[src/rtl/ws2812b_pkg.sv]
// Shared types and 40 MHz timing constants for the WS2812B ring driver.
package ws2812b_pkg;

    localparam int CLK_MHZ      = 40;
    localparam int N_LEDS       = 12;
    localparam int BITS_PER_LED = 24;

    localparam logic [5:0]  T0H    = 6'(400 * CLK_MHZ / 1000);
    localparam logic [5:0]  T1H    = 6'(800 * CLK_MHZ / 1000);
    localparam logic [5:0]  TBIT   = 6'(1250 * CLK_MHZ / 1000);
    localparam logic [11:0] TLATCH = 12'(60 * CLK_MHZ);

    localparam logic [3:0] LAST_LED = 4'(N_LEDS - 1);
    localparam logic [4:0] LAST_BIT = 5'(BITS_PER_LED - 1);

    typedef enum logic [1:0] {
        IDLE,
        HIGH,
        LOW,
        LATCH
    } state_t;

    // All three channels carry the same byte, so only the position within
    // the byte matters; bits go out MSB first.
    function automatic logic frame_bit(input logic lit, input logic [7:0] value,
                                       input logic [4:0] bit_idx);
        return lit & value[~bit_idx[2:0]];
    endfunction

endpackage

[src/rtl/ws2812b_if.sv]
// Request/status bundle between the encoder controller and the ring driver.
interface ws2812b_if;
    import ws2812b_pkg::*;

    logic              refresh;
    logic [N_LEDS-1:0] led_mask;
    logic [7:0]        intensity;
    logic              led_data;
    logic              busy;

    modport master (
        output refresh, led_mask, intensity,
        input  led_data, busy
    );

    modport slave (
        input  refresh, led_mask, intensity,
        output led_data, busy
    );

endinterface

[src/rtl/ws2812b_bit_encoder.sv]
// Produces one WS2812B bit waveform per start strobe; owns the per-bit counter.
module ws2812b_bit_encoder
    import ws2812b_pkg::*;
(
    input  logic clk,
    input  logic res_n,
    input  logic start,
    input  logic bit_val,
    output logic wave,
    output logic high_end,
    output logic done
);

    logic [5:0] cnt;
    logic       active;
    logic [5:0] high_len;

    assign high_len = bit_val ? T1H : T0H;
    assign high_end = active && (cnt == high_len - 6'd1);
    assign done     = active && (cnt == TBIT - 6'd1);

    // Per-bit counter and registered output level; the output lags the
    // counter by one clock so the line rises on the edge after start.
    always_ff @(posedge clk or negedge res_n) begin
        if (!res_n) begin
            cnt    <= '0;
            active <= 1'b0;
            wave   <= 1'b0;
        end else begin
            wave <= active && (cnt < high_len);
            if (start) begin
                cnt    <= '0;
                active <= 1'b1;
            end else if (active) begin
                if (cnt == TBIT - 6'd1) begin
                    cnt    <= '0;
                    active <= 1'b0;
                end else begin
                    cnt <= cnt + 6'd1;
                end
            end
        end
    end

endmodule

[src/rtl/ws2812b_driver.sv]
// Frame sequencer for the 12-LED ring: snapshot, bit/LED walk, latch gap.
module ws2812b_driver
    import ws2812b_pkg::*;
(
    input  logic     clk,
    input  logic     res_n,
    ws2812b_if.slave bus
);

    state_t            state, state_nxt;
    logic [11:0]       cycle_cnt;
    logic [N_LEDS-1:0] snap_mask;
    logic [7:0]        snap_int;
    logic [3:0]        led_idx;
    logic [4:0]        bit_idx;
    logic              pending;
    logic              busy_q;
    logic              start;
    logic              take_snap;
    logic              cur_bit;
    logic              last_bit;
    logic              high_end;
    logic              done;
    logic              wave;

    assign cur_bit  = frame_bit(snap_mask[led_idx], snap_int, bit_idx);
    assign last_bit = (bit_idx == LAST_BIT) && (led_idx == LAST_LED);

    assign bus.led_data = wave;
    assign bus.busy     = busy_q;

    ws2812b_bit_encoder u_enc (
        .clk      (clk),
        .res_n    (res_n),
        .start    (start),
        .bit_val  (cur_bit),
        .wave     (wave),
        .high_end (high_end),
        .done     (done)
    );

    // Next-state decode; start and take_snap are issued on the edge that enters HIGH.
    always_comb begin
        state_nxt = state;
        start     = 1'b0;
        take_snap = 1'b0;
        case (state)
            IDLE: begin
                if (bus.refresh) begin
                    state_nxt = HIGH;
                    start     = 1'b1;
                    take_snap = 1'b1;
                end
            end
            HIGH: begin
                if (high_end) state_nxt = LOW;
            end
            LOW: begin
                if (done) begin
                    if (last_bit) begin
                        state_nxt = LATCH;
                    end else begin
                        state_nxt = HIGH;
                        start     = 1'b1;
                    end
                end
            end
            LATCH: begin
                if (cycle_cnt == TLATCH - 12'd1) begin
                    if (pending || bus.refresh) begin
                        state_nxt = HIGH;
                        start     = 1'b1;
                        take_snap = 1'b1;
                    end else begin
                        state_nxt = IDLE;
                    end
                end
            end
            default: state_nxt = LATCH;
        endcase
    end

    // State register and cycle counter; the counter restarts on every state change.
    always_ff @(posedge clk or negedge res_n) begin
        if (!res_n) begin
            state     <= LATCH;
            cycle_cnt <= '0;
        end else begin
            state <= state_nxt;
            if (state_nxt != state) begin
                cycle_cnt <= '0;
            end else if (state != IDLE) begin
                cycle_cnt <= cycle_cnt + 12'd1;
            end
        end
    end

    // Snapshot, bit/LED position, pending request and busy flag.
    always_ff @(posedge clk or negedge res_n) begin
        if (!res_n) begin
            snap_mask <= '0;
            snap_int  <= '0;
            led_idx   <= '0;
            bit_idx   <= '0;
            pending   <= 1'b1;
            busy_q    <= 1'b1;
        end else begin
            busy_q <= (state != IDLE);
            if (take_snap) begin
                snap_mask <= bus.led_mask;
                snap_int  <= bus.intensity;
                led_idx   <= '0;
                bit_idx   <= '0;
            end else if (state == LOW && done) begin
                if (bit_idx == LAST_BIT) begin
                    bit_idx <= '0;
                    led_idx <= (led_idx == LAST_LED) ? 4'd0 : led_idx + 4'd1;
                end else begin
                    bit_idx <= bit_idx + 5'd1;
                end
            end
            if (take_snap) begin
                pending <= 1'b0;
            end else if (bus.refresh && state != IDLE) begin
                pending <= 1'b1;
            end
        end
    end

endmodule

[src/flat_wrapper.sv]
// flat-port wrapper written by rule: the top's interface ports become plain ports
module ws2812b_driver_flat import ws2812b_pkg::*;
  (clk, res_n, bus_refresh, bus_led_mask, bus_intensity, bus_led_data, bus_busy);
  ws2812b_if bus_i ();
  input  logic clk;
  input  logic res_n;
  input wire logic [$bits(bus_i.refresh)-1:0] bus_refresh;
  input wire logic [$bits(bus_i.led_mask)-1:0] bus_led_mask;
  input wire logic [$bits(bus_i.intensity)-1:0] bus_intensity;
  output wire logic [$bits(bus_i.led_data)-1:0] bus_led_data;
  output wire logic [$bits(bus_i.busy)-1:0] bus_busy;
  assign bus_i.refresh = bus_refresh;
  assign bus_i.led_mask = bus_led_mask;
  assign bus_i.intensity = bus_intensity;
  assign bus_led_data = bus_i.led_data;
  assign bus_busy = bus_i.busy;
  ws2812b_driver u_core (.clk(clk), .res_n(res_n), .bus(bus_i));
endmodule
[config.mk]
export PLATFORM = sky130hd
export DESIGN_NAME = ws2812b_driver_flat
export DESIGN_NICKNAME = d
export VERILOG_FILES = /design/src/rtl/ws2812b_pkg.sv /design/src/rtl/ws2812b_if.sv /design/src/rtl/ws2812b_bit_encoder.sv /design/src/rtl/ws2812b_driver.sv /design/src/flat_wrapper.sv
export SDC_FILE = /design/constraint.sdc
export NUM_CORES = 1
export LEC_CHECK = 0
export CORE_MARGIN = 1
export CORE_UTILIZATION = 61
export DETAILED_ROUTE_END_ITERATION = 8
export GPL_TIMING_DRIVEN = 0
export PLACE_DENSITY = 0.86
export SLEW_MARGIN = 5
export SYNTH_ARGS = -nofsm -noshare
export SYNTH_HDL_FRONTEND = slang
export SYNTH_SLANG_ARGS = --single-unit
[constraint.sdc]
create_clock -name clk -period 7.57 [get_ports clk]
set_input_delay 1.1355 -clock clk [delete_from_list [all_inputs] [get_ports clk]]
set_output_delay 1.1355 -clock clk [all_outputs]
set_load 0.03 [all_outputs]
Word-level counts from Yosys, hierarchy flattened:

Index checks and enable logic that the tools add are counted.
Widths: inputs -> output; s select.

* latch bits: 0
* bits in writable memories: 0
* output and inout bits: 2
* input bits: 23
* bits in read-only memories: 0
* flip-flop bits (word level): 53
* word-level logic and storage cells: 81
* memories: 0

* shifts and indexed selects: 0
* $mul: 0
* reductions and logical operators: 15
* $add $sub $neg: 5
* div/mod/pow operators: 0
* bitwise gates (word level): 2
* equal/unequal tests: 9
* $lt $le $gt $ge: 3
* mux-type cells: 36

Operator list (number)
* $mux 12: 2
* $mux 6: 4
* $mux 4: 4
* $mux 5: 3
* $mux 1: 13
* $add 12x1->12 const B: 1
* $eq 12x12->1 const B: 1
* $reduce_bool 2->1: 6
* $mux 2: 5
* $pmux 2 s4: 1
* $add 6x1->6 const B: 1
* $eq 6x6->1: 1
* $eq 6x6->1 const B: 1
* $logic_and 1x1->1: 6
* $lt 6x6->1: 1
* $sub 6x1->6 const B: 1
* $add 5x1->5 const B: 1
* $eq 5x5->1 const B: 1
* $lt 4x5->1 const B: 1
* $add 4x1->4 const B: 1
* $bmux 1 s4: 1
* $eq 2x2->1 const B: 2
* $eq 4x4->1 const B: 1
* $lt 3x4->1 const B: 1
* other kinds (10): 10

Logic depth before layout (Yosys ltp):

* word-level depth: 12
* mapped depth: 12
* mapped depth without buffers: 10

Modules after synthesis:

A second synthesis with hierarchy kept.

* cells, all modules: 254
* area total of the unflattened synthesis: 2834.0 um^2

Modules (own cells, without submodules)
* ws2812b_driver: times used 1, area each 2374.8 um^2, seq. area each 1131.1 um^2, cells an instance 207
* ws2812b_bit_encoder: times used 1, area each 459.2 um^2, seq. area each 200.2 um^2, cells an instance 47

Worst setup path before layout:

No wires, ideal clock.

* path kind: register to register
* from: register u_core.led_idx[0]
* to: register u_core.cycle_cnt[1]
* arrival: 2693 ps
* cell stages (with the launch flop): 13
* setup time: 132 ps
* period minus slack after synthesis: 2825 ps
* setup slack: 4745 ps
* path through: dfrtp_1 > clkbuf_1 > mux4_2 > mux2i_1 > o21ai_0 > o211ai_1 > ha_1 > nor2_1 > nor4b_2 > nor2_1 > nor4_1 > buf_4 > nor3_1

* longest elaborated chain between the ends: 11
* elaborated cells on any way between the ends: 16

Ends and longest elaborated chain
* from (decl): RTL line ws2812b_driver.sv:14 `logic [3:0] led_idx;`
* from (signal assigned): RTL line ws2812b_driver.sv:117 `led_idx <= (led_idx == LAST_LED) ? 4'd0 : led_idx + 4'd1;`
* $bmux 1 s4: RTL line ws2812b_driver.sv:26 `assign cur_bit = frame_bit(snap_mask[led_idx], snap_int, bit_idx);`
* $mux 1 (implied by the code): RTL line ws2812b_driver.sv:26
* $and 1x1->1: RTL line ws2812b_pkg.sv:27 `return lit & value[~bit_idx[2:0]];`
* $mux 6: RTL line ws2812b_bit_encoder.sv:18 `assign high_len = bit_val ? T1H : T0H;`
* $sub 6x1->6: RTL line ws2812b_bit_encoder.sv:19 `assign high_end = active && (cnt == high_len - 6'd1);`
* $eq 6x6->1: RTL line ws2812b_bit_encoder.sv:19
* $logic_and 1x1->1: RTL line ws2812b_bit_encoder.sv:19
* $mux 2: RTL line ws2812b_driver.sv:56 `if (high_end) state_nxt = LOW;`
* $pmux 2 s4 (*): RTL line ws2812b_driver.sv:47 `case (state)`
* $ne 2x2->1 (*): RTL line ws2812b_driver.sv:90 `if (state_nxt != state) begin`
* $mux 12 / $reduce_bool 2->1 (equally long branches)
* to (signal assigned): RTL line ws2812b_driver.sv:93 `cycle_cnt <= cycle_cnt + 12'd1;`
* to (decl): RTL line ws2812b_driver.sv:11 `logic [11:0] cycle_cnt;`

Mark *: on every way between the ends. The rest lies on a longest branch, timed or not. The select of a mux whose other input is x is not followed.
A chain may end at the register's enable or synchronous reset.

Worst setup path after layout:

Ends and elaborated chain as after synthesis.

==> results.md <==
- The final critical path takes up 43.9% of the cycle.
- Setup repair after global routing left no endpoint under its margin.
- In this run the post-CTS setup repair buffer count came out at 0.
- At the later pin of the worst-skew pair, clock insertion delay measures 0.31 ns.
- The worst clock skew is 0.00586 ns.
- The number of nets in the synthesized netlist is 295.
- The average cell area after synthesis is 11.5 um2.
- The worst path meets setup with 4.25 ns of slack.
- The proportion of synthesized chip area in sequential cells is 44.5%.
- Along the worst path, the maximum fanout reaches 10.
- The top cell types in the final layout, fill and taps aside, are 49 x dfrtp_1, 24 x nor2_1, 23 x clkdlybuf4s50_1, 19 x mux2_1, 15 x nand2_1.
- The number of primary I/O pins is 25.
- Adding up every negative setup slack in the final design gives 0 ns.
- The average via count per standard cell is 5.65.
- In this run, post-CTS repair resized a total of 0 instances.
- STA classifies the critical path startpoint as a flip-flop.
- The number of library cell types mapped by synthesis is 53.
- The TritonCTS clock tree is built.
- Across all layers, the routed design uses 2041 vias.
- The power after layout is 0.473 mW.
- Counting every sink on the clock net gives 53.
- The run finished with clean final reports.
- For the pin with the worst max-slew slack, the measured transition is 0.505 ns.
- The flop and latch count out of synthesis is 53.
- The number of global-route vias before repair came to 2151.
- Data on the critical path is required at its endpoint by 7.76 ns.
- The detailed router finished its first iteration with 116 violations.
- The die covers 5190 um2.
- The die boundary height is 72.0 um.
- The leading cell type in the layout, fill and taps excluded is dfrtp_1.
- The number of DRC violations after detailed routing is 0.
- After clock tree synthesis, the clock-pin slew on the worst setup and hold paths is 0.10 ns.
- The cell sitting at the root of the clock tree is a clkbuf_8.
- The sum of net half-perimeters after detailed placement is 4.26 mm.
- The worst setup path category is reg2reg.
- The starting density of the core is 63.4%.
- The count of input and output buffers is 24.
- STA classifies the critical path endpoint as a flip-flop.
- The share of final-layout standard cells stronger than drive strength 1 is 18.0%.
- The worst slew slack as a fraction of its limit is 66.3%.
- The top cell type's share of synthesized area is 41.0%.
- The total overflow reported by the global router is 0.
- The number of nets at the end of the flow is 327.
- The wire length of the first global-routing pass is 9.80 mm.
- From left edge to right edge, the die measures 72.0 um.
- In this run the cell area measured after placement is 3330 um2.
- The floorplan core area is 4720 um2.
- Max-cap violations in this run came to 0.
- On the final layout, the worst hold slack is 0.492 ns.
- The cell area that synthesis handed to floorplanning was 2990 um2.
- 0 antenna diodes ended up in the layout.
- The detailed-route wire length per cell is 15.6 um.
- The worst-case IR drop observed on VDD is 117 uV.
- Summing all non-filler instances in the final layout gives an area of 3430 um2.
- At the worst endpoint, the arrival time is 3.51 ns.
- The minimum setup slack after placement is 4.22 ns.
- The Yosys step of the flow raised 0 warnings.
- The initial antenna violation count is 0.
- The leading area contributor after synthesis is dfrtp_1.
- The final count of hold timing violations was 0.
- Sorting the synthesized cells by area gives the leading types as dfrtp_1 41%, mux2_1 7.1%, ha_1 4.6%, mux4_2 3.8%, dfstp_2 3.5%.
- The number of detailed-route iterations in the first pass is 4.
- The buffer depth of the longest clock path is 2.
- The count of antenna-violating nets left after detailed routing is 0.
- Hold repair after CTS inserted 0 buffers.
- The number of cell rows is 25.
- CTS built an H-tree with a depth of 2.
- The max-slew violation count came to 0.
- For this design the static power due to leakage is 1.51 nW.
- The achievable frequency is 301 MHz.
- The clock buffer count from CTS is 5.
- The synthesized netlist cell count is 261.
- The global placer's final weighted congestion is 0.806.
- The worst hold-check path type is reg2reg.
- The largest net degree at the start of global routing is 38.
- The routed wire length is 5.64 mm.
- Setup violations remaining at the end of the flow were counted as 0.
- The post-route minimum period is 3.32 ns.
- Relative to the synthesized area, the layout overhead comes to 14.7%.
- In this run the power density over the cells is 138 nW/um2.
- For this run, the total global-route usage over all layers was measured as 24.8%.
-- stage by stage --
stage | utilization, % | instances
floorplan | - | 261
global placement | 70.2 | 352
detailed placement | 70.5 | 353
CTS | 72.7 | 361
global route | 72.7 | 361
finish | 72.7 | 361
-- final cells by class --
| class | count | area [um2] |
|---|---|---|
| Sequential cell | 53 | 1330 |
| Multi-Input combinational cell | 188 | 1550 |
| Buffer | 10 | 77.6 |
| Inverter | 10 | 37.5 |
| Fill cell | 342 | 1290 |
| Tap cell | 67 | 83.8 |
| Clock inverter | 2 | 17.5 |
| Timing Repair Buffer | 25 | 255 |
| Clock buffer | 6 | 82.6 |
-- path summary, 6_finish.rpt --
kind / start / end / slack (ns) / depth (start not counted)
setup / recovery: u_core.led_idx[0] / u_core.cycle_cnt[1] / 4.25 / 12
min in group asynchronous: res_n / u_core.snap_mask[8] / 0.74 / 1
hold / removal: u_core.snap_mask[6] / u_core.snap_mask[6] / 0.49 / 1
max in group asynchronous: res_n / u_core.state[0] / 6.24 / 2
setup reg to reg: u_core.led_idx[0] / u_core.cycle_cnt[1] / 4.25 / 12
hold reg to reg: u_core.snap_mask[6] / u_core.snap_mask[6] / 0.49 / 1
-- power breakdown --
| group | leakage [nW] | switching, mW | internal, mW |
|---|---|---|---|
| registers | 0.649 | 0.0000000000000000163 | 0.283 |
| clock network | 0.0518 | 0.0956 | 0.0761 |
| logic | 0.809 | 0.00740 | 0.0107 |
| total | 1.51 | 0.103 | 0.370 |
-- state kept, by name, summed over array words and instances, names as in the netlist --
signal	cells
u_core.pending	1
u_core.bit_idx	5
u_core.u_enc.active	1
u_core.state	2
u_core.snap_int	8
u_core.cycle_cnt	12
u_core.u_enc.wave	1
u_core.led_idx	4
u_core.u_enc.cnt	6
u_core.bus.busy	1
u_core.snap_mask	12
-- synthesized netlist by cell type (all sizes together) --
cell     number
nor2         25
a21oi        13
nand4bb       1
nand2b        1
and3          4
o21a          1
and3b         1
nand2        15
buf           8
nor2b         4
a21o          2
nor4b         1
xor2          7
o21ai         6
nand3b        1
inv          10
dfrtp        49
clkbuf        2
and4b         1
nand4b        1
and2          2
and4          1
ha           11
o211ai        2
dfstp         4
mux2         20
xnor2         6
o31ai         2
nand3         9
or3b          1
or3           2
nor3         18
nor4          2
nor3b         3
a211oi        3
o311ai        1
mux2i         9
nand4         7
mux4          5
-- cell families after synthesis --
kind of cell / count (synthesis) / synth area share, %
adder cells (fa/ha/maj): 11 / 4.60
XOR/XNOR: 13 / 3.80
AO/OA/AOI/OAI: 30 / 7.86
AND/OR/NAND/NOR: 100 / 21.1
multiplexers: 34 / 14.3
buffers and inverters: 20 / 3.85
flip-flops: 53 / 44.5
-- critical path, cell delays in order (launching register included) --
cell,delay (ns)
dfrtp_1,0.36
clkbuf_1,0.33
mux4_2,0.56
mux2i_1,0.17
o21ai_0,0.11
o211ai_1,0.18
ha_1,0.31
nor2_1,0.08
nor4b_2,0.32
nor2_1,0.09
nor4_1,0.33
buf_4,0.28
nor3_1,0.08
-- per-layer routing --
layer / vias to the layer above / GRT usage, % / part of all wire, % / wire (um)
met1: 1015 / 30.6 / 43 / 2400
li1: 993 / - / - / -
met2: 29 / 44.0 / 54 / 3060
met5: - / 0 / 0 / 0
met3: 4 / 4.86 / 2.4 / 136
met4: 0 / 7.63 / 0.74 / 42
(Power assumes the default switching activity.)
